**src/rtl/uncore_bus_sequencer_pkg.sv**
```systemverilog
// Shared definitions for the uncore AHB data-phase sequencer and the region decoder.
// Region indices match bit positions of the decoder's one-hot HSELRegions vector.
package uncore_bus_sequencer_pkg;

  typedef enum logic [1:0] {
    IDLE = 2'd0,
    BUSY = 2'd1,
    ERR1 = 2'd2,
    ERR2 = 2'd3
  } state_t;

  localparam logic [1:0] AHB_HTRANS_NONSEQ = 2'b10;

  localparam int REGION_DTIM    = 10;
  localparam int REGION_IROM    = 9;
  localparam int REGION_EXT     = 8;
  localparam int REGION_BOOTROM = 7;
  localparam int REGION_RAM     = 6;
  localparam int REGION_CLINT   = 5;
  localparam int REGION_GPIO    = 4;
  localparam int REGION_UART    = 3;
  localparam int REGION_PLIC    = 2;
  localparam int REGION_SDC     = 1;
  localparam int REGION_NONE    = 0;

endpackage

```
**src/rtl/uncore_bus_watchdog.sv**
```systemverilog
// Stall watchdog for one AHB data phase: counts consecutive not-ready cycles of the
// selected slave and flags expiry on the cycle the count reaches TIMEOUT-1.
module uncore_bus_watchdog #(
  parameter int TIMEOUT = 1024,
  parameter int CNTW    = 11
) (
  input  logic clk,
  input  logic reset,
  input  logic active,
  input  logic slave_ready,
  output logic expire
);

  localparam bit            WD_EN = (TIMEOUT > 0);
  localparam logic [CNTW-1:0] TERM = WD_EN ? CNTW'(TIMEOUT - 1) : '0;

  logic [CNTW-1:0] cnt_q, cnt_d;

  always_comb begin
    expire = WD_EN && active && !slave_ready && (cnt_q == TERM);
    // A slave that answers on the expiry cycle wins; the count restarts for the next phase.
    if (!WD_EN || !active || slave_ready || expire) begin
      cnt_d = '0;
    end else begin
      cnt_d = cnt_q + CNTW'(1);
    end
  end

  always_ff @(posedge clk) begin
    if (reset) begin
      cnt_q <= '0;
    end else begin
      cnt_q <= cnt_d;
    end
  end

endmodule

```
**src/rtl/uncore_bus_sequencer.sv**
```systemverilog
// AHB-Lite data-phase controller: latches the region select, muxes slave responses
// back to the master and produces the two-cycle ERROR response for unmapped or stalled accesses.
//
// state | meaning
// IDLE  | no data phase in progress, bus ready
// BUSY  | data phase to a mapped slave, ready/data from that slave
// ERR1  | first ERROR cycle, HREADY low
// ERR2  | second ERROR cycle, HREADY high, next address may be accepted
module uncore_bus_sequencer
  import uncore_bus_sequencer_pkg::*;
#(
  parameter int NREGIONS = 11,
  parameter int XLEN     = 64,
  parameter int TIMEOUT  = 1024,
  parameter int CNTW     = 11
) (
  input  logic                         clk,
  input  logic                         reset,
  input  logic [1:0]                   HTRANS,
  input  logic [NREGIONS-1:0]          HSELRegions,
  input  logic [NREGIONS-2:0]          HREADYOUTS,
  input  logic [(NREGIONS-1)*XLEN-1:0] HRDATAS,
  output logic [NREGIONS-1:0]          HSELD,
  output logic                         HREADY,
  output logic                         HRESP,
  output logic [XLEN-1:0]              HRDATA,
  output logic                         TimeoutErr
);

  localparam int IDXW = $clog2(NREGIONS);

  state_t              state_q, state_d;
  logic [NREGIONS-1:0] hseld_q, hseld_d;
  logic [IDXW-1:0]     sel_idx;
  logic [IDXW-1:0]     req_idx;
  logic                sel_ready;
  logic [XLEN-1:0]     sel_rdata;
  logic                accept;
  logic                expire;
  state_t              launch_state;

  // Highest set bit wins so a malformed multi-hot select still picks one slave.
  function automatic logic [IDXW-1:0] top_index(input logic [NREGIONS-1:0] v);
    top_index = '0;
    for (int i = 0; i < NREGIONS; i++) begin
      if (v[i]) top_index = IDXW'(i);
    end
  endfunction

  assign sel_idx = top_index(hseld_q);
  assign req_idx = top_index(HSELRegions);

  always_comb begin
    sel_ready = 1'b1;
    sel_rdata = '0;
    for (int i = 1; i < NREGIONS; i++) begin
      if (sel_idx == IDXW'(i)) begin
        sel_ready = HREADYOUTS[i-1];
        sel_rdata = HRDATAS[(i-1)*XLEN +: XLEN];
      end
    end
  end

  always_comb begin
    HREADY = 1'b1;
    HRESP  = 1'b0;
    HRDATA = '0;
    case (state_q)
      BUSY: begin
        HREADY = sel_ready;
        HRDATA = sel_rdata;
      end
      ERR1: begin
        HREADY = 1'b0;
        HRESP  = 1'b1;
      end
      ERR2: HRESP = 1'b1;
      default: ;
    endcase
  end

  uncore_bus_watchdog #(
    .TIMEOUT (TIMEOUT),
    .CNTW    (CNTW)
  ) u_watchdog (
    .clk         (clk),
    .reset       (reset),
    .active      (state_q == BUSY),
    .slave_ready (sel_ready),
    .expire      (expire)
  );

  assign TimeoutErr   = expire;
  assign accept       = ((HTRANS & AHB_HTRANS_NONSEQ) != 2'b00) && HREADY;
  assign launch_state = (req_idx == IDXW'(REGION_NONE)) ? ERR1 : BUSY;

  always_comb begin
    state_d = state_q;
    case (state_q)
      IDLE, ERR2: state_d = accept ? launch_state : IDLE;
      BUSY: begin
        if (sel_ready)   state_d = accept ? launch_state : IDLE;
        else if (expire) state_d = ERR1;
      end
      ERR1:    state_d = ERR2;
      default: state_d = IDLE;
    endcase

    // An aborted slave is deselected so it cannot complete during the ERROR response.
    if (HREADY)      hseld_d = accept ? HSELRegions : '0;
    else if (expire) hseld_d = '0;
    else             hseld_d = hseld_q;
  end

  always_ff @(posedge clk) begin
    if (reset) begin
      state_q <= IDLE;
      hseld_q <= '0;
    end else begin
      state_q <= state_d;
      hseld_q <= hseld_d;
    end
  end

  assign HSELD = hseld_q;

endmodule

```
**config.mk**
```make
export PLATFORM = sky130hd
export DESIGN_NAME = uncore_bus_sequencer
export DESIGN_NICKNAME = d
export VERILOG_FILES = /design/src/rtl/uncore_bus_sequencer_pkg.sv /design/src/rtl/uncore_bus_watchdog.sv /design/src/rtl/uncore_bus_sequencer.sv
export SDC_FILE = /design/constraint.sdc
export NUM_CORES = 1
export LEC_CHECK = 0
export CORE_AREA = 2 2 289 291
export CTS_CLUSTER_DIAMETER = 200
export DETAILED_ROUTE_END_ITERATION = 12
export DIE_AREA = 0 0 291 293
export GPL_ROUTABILITY_DRIVEN = 0
export PLACE_DENSITY = 0.38
export SLEW_MARGIN = 20
export SYNTH_ARGS = -nofsm -noshare
export SYNTH_HDL_FRONTEND = slang
export SYNTH_HIERARCHICAL = 1
export SYNTH_SLANG_ARGS = --single-unit
export TNS_END_PERCENT = 50
```
**constraint.sdc**
```tcl
create_clock -name clk -period 3.1 [get_ports clk]
set_input_delay 0.31 -clock clk [delete_from_list [all_inputs] [get_ports clk]]
set_output_delay 0.31 -clock clk [all_outputs]
set_load 0.02 [all_outputs]
```
==> run summary <==
Post-DRT Antenna Nets = 0
Vias after detailed routing = 11,304
Crit-path max cell delay = 360 ps
Drt total wl = 72.9 mm
CTS Buffer Depth = 2
DIE WIDTH = 291 µm
Leakage = 6.05 nW
Grt total ovfl = 0
DRT iter0 DRCs = 827
Max stage delay cell, worst path = dfxtp_4
Highest-count cells in the layout ignoring fill and taps = 676 x clkdlybuf4s50_1, 109 x buf_4, 93 x a21oi_1
Most area-consuming cells after synthesis = mux2i_1 8.0%, a21oi_1 7.7%, dfxtp_1 7.7%
# DRC = 0
Hold Vio Cnt, Final = 0
Register area share after synthesis = 7.70%
Post-layout net count = 2,360
Failing checks = negative setup slack
Final slew viol count = 0
Initial antenna violation count = 16
Num CTS Buffers = 3
Die area = 85,300 µm²
Clock Power Share = 7.2%
RSZ-0062 raised after global routing = yes
Fillcell total = 9,135
FF-to-FF setup slack = 280 ps
Number of synthesized flops with an enable pin = 0
Total power = 4.86 mW
Worst-Skew Late Latency = 260 ps
Min-delay worst type = flop to flop
CTS Root Cell = clkbuf_16
Share of layout cells above drive strength 1 = 15.8%
Crit path DAT = 2810 ps
CTS H-tree depth = 1
Area Overhead vs Synth = 164%
Worst Path Required = 2790 ps
Worst setup path class = flop to output pin
Cells after Synth = 905
Max rail drop VDD = 0.000235 V
Initial Util = 7.62%
Synth Flop Type = dfxtp_1
Final Worst Setup Slack = -22.4 ps
Combinational power share = 85.6%
Startpoint Class = flop
Core box area = 81,800 µm²
Post-synth top area share = 8.03%
IO Pins = 743
Final period util = 101%
Total of max-cap violations = 0
Fmax = 0.320 GHz
Status = finished with violations
# setup viols final = 1
Number of global-route vias before repair = 11,757
Number of buffers added on ports = 741
Syn Area/Cell = 6.89 µm²
Cell variety after synth = 68
Cts hold-fix bufs = 0
Clk pin slew, worst setup/hold paths = 70 ps
PD cells = 296 nW/µm²
Post-layout util = 20.1%
Site Rows = 105
Clock Sinks = 24
TritonCTS clock tree = yes
Critical Path Fanout Max = 25
Net Count, Synth = 1,574
Commonest non-fill, non-tap cell in the layout = clkdlybuf4s50_1
First-pass GRT wire length = 95.4 mm
Worst Setup End Kind = output pin
Max transition margin = 50.5%
Die Height = 293 µm
Yosys warns = 6
Measured slew at the worst slew-check pin = 739 ps
Vias per cell = 4.09
Worst hold slack = 477 ps
Seq pwr share = 7.3%
Period minus WS final = 3120 ps
First-pass iteration count of the detailed router = 6
Switching part of the total = 46.3%
Largest area contributor in the netlist = mux2i_1
Largest net degree at the start of global routing = 38
Routed len/inst = 26.4 µm
Synth async-reset ratio = 0%
Setup Skew = 3.21 ps
Hpwl dp = 59.4 mm
Tot GR Track Use = 15.6%
Syn Std Cell Area = 6240 µm²
Synthesized flop and latch total = 24
Switching power = 2.25 mW
Crit path cell chain = buf_6 -> nor4_4 -> buf_4 -> and4_4 -> buf_12 -> a21oi_1 -> nand3_1 -> a221oi_2 -> nor4b_4 -> buf_4 -> buf_6
Internal power = 2.61 mW
-- metal layers --
| layer | GRT usage (%) | vias up | part of all wire (%) |
|---|---|---|---|
| met5 | 0 | - | 0.095 |
| met4 | 2.15 | 10 | 1.4 |
| met3 | 3.20 | 46 | 7.0 |
| met2 | 26.9 | 630 | 48 |
| met1 | 20.5 | 5417 | 44 |
| li1 | - | 5201 | - |
-- synth_stat cells (13+ instances only) --
| cell | number |
|---|---|
| nand4_1 | 14 |
| a22o_1 | 36 |
| o21ai_1 | 70 |
| a311oi_1 | 14 |
| a22oi_1 | 22 |
| a211o_1 | 13 |
| nand2_1 | 75 |
| inv_1 | 55 |
| a221o_1 | 22 |
| mux2_1 | 15 |
| dfxtp_1 | 24 |
| clkbuf_1 | 62 |
| o211a_1 | 38 |
| a21oi_1 | 96 |
| nand3_1 | 19 |
| o221ai_1 | 37 |
| mux2i_1 | 50 |
| nor2_1 | 19 |
| a221oi_1 | 24 |
| o21ai_0 | 37 |
| buf_2 | 20 |
-- worst paths after layout --
| check | start | endpoint | cells past startpoint |
|---|---|---|---|
| min | u_watchdog/cnt_q[8] | u_watchdog/cnt_q[8] | 2 |
| max reg2reg | HSELD[8] | state_q[1] | 13 |
| max | HSELD[8] | HRDATA[22] | 11 |
| min reg2reg | u_watchdog/cnt_q[8] | u_watchdog/cnt_q[8] | 2 |
-- worst max-delay path, delay by kind of cell, from the launching register on --
kind,cells,cell delay (ps)
buffers and inverters,5,800
DFF,1,360
and+or+nand+nor,4,1170
AOI/OAI and AO/OA,2,180
-- area by class of cell --
cell class	count	area [µm²]	share of cell area [%]
Timing Repair Buffer	872	8760	53.3
Multi-Input combinational cell	732	5510	33.6
Tap cell	1070	1340	8.15
Sequential cell	24	494	3.01
Inverter	58	218	1.32
Clock buffer	4	100	0.609
Antenna cell	5	12.5	0.0761
-- cell families (layout without fill, tap and decap cells) --
kind of cell               Yosys count  in the layout  synth area share [%]
and+or+nand+nor                    174            174                  14.5
adders and majority gates            4              4                 0.803
DFF                                 24             24                  7.70
xor gates and xnor gates             3              3                 0.421
muxes                               65             65                  10.7
AOI/OAI and AO/OA                  486            486                  56.2
other                                0              5                     0
buffers and inverters              149            934                  9.61
-- flip-flops by register name, summed over array words and instances, names as in the netlist --
name	count
HSELD	11
state_q	2
u_watchdog/cnt_q	11
-- power groups by stage --
stage          clock [mW]  sequential, mW  combinational, mW
6_report            0.348           0.353               4.16
5_1_grt             0.373           0.357               4.42
4_1_cts             0.360           0.352               4.07
3_5_place_dp            0           0.359               3.92
3_3_place_gp            0           0.358               3.92
2_1_floorplan           0           0.364               1.57
-- through the flow --
step | setup WS (ps) | std cells | TNS, ps | area [µm²]
finish | -22.4 | 2765 | -22.4 | 16400
global route | -99.0 | 2763 | -290 | 16400
CTS | -149 | 2747 | -282 | 16100
detailed placement | -330 | 2729 | -1870 | 15700
global placement | -512 | 2727 | -6280 | 15700
floorplan | 319 | 905 | 0 | 6240
-- what timing repair did --
| action | CTS | global route |
|---|---|---|
| resized for setup | 128 | 93 |
| cloned | 3 | 3 |
| pin swaps | 7 | 16 |
| setup buffers | 11 | 10 |
| setup endpoints to repair | 61 | 60 |
No activity file was read; power rests on OpenSTA's default activity.
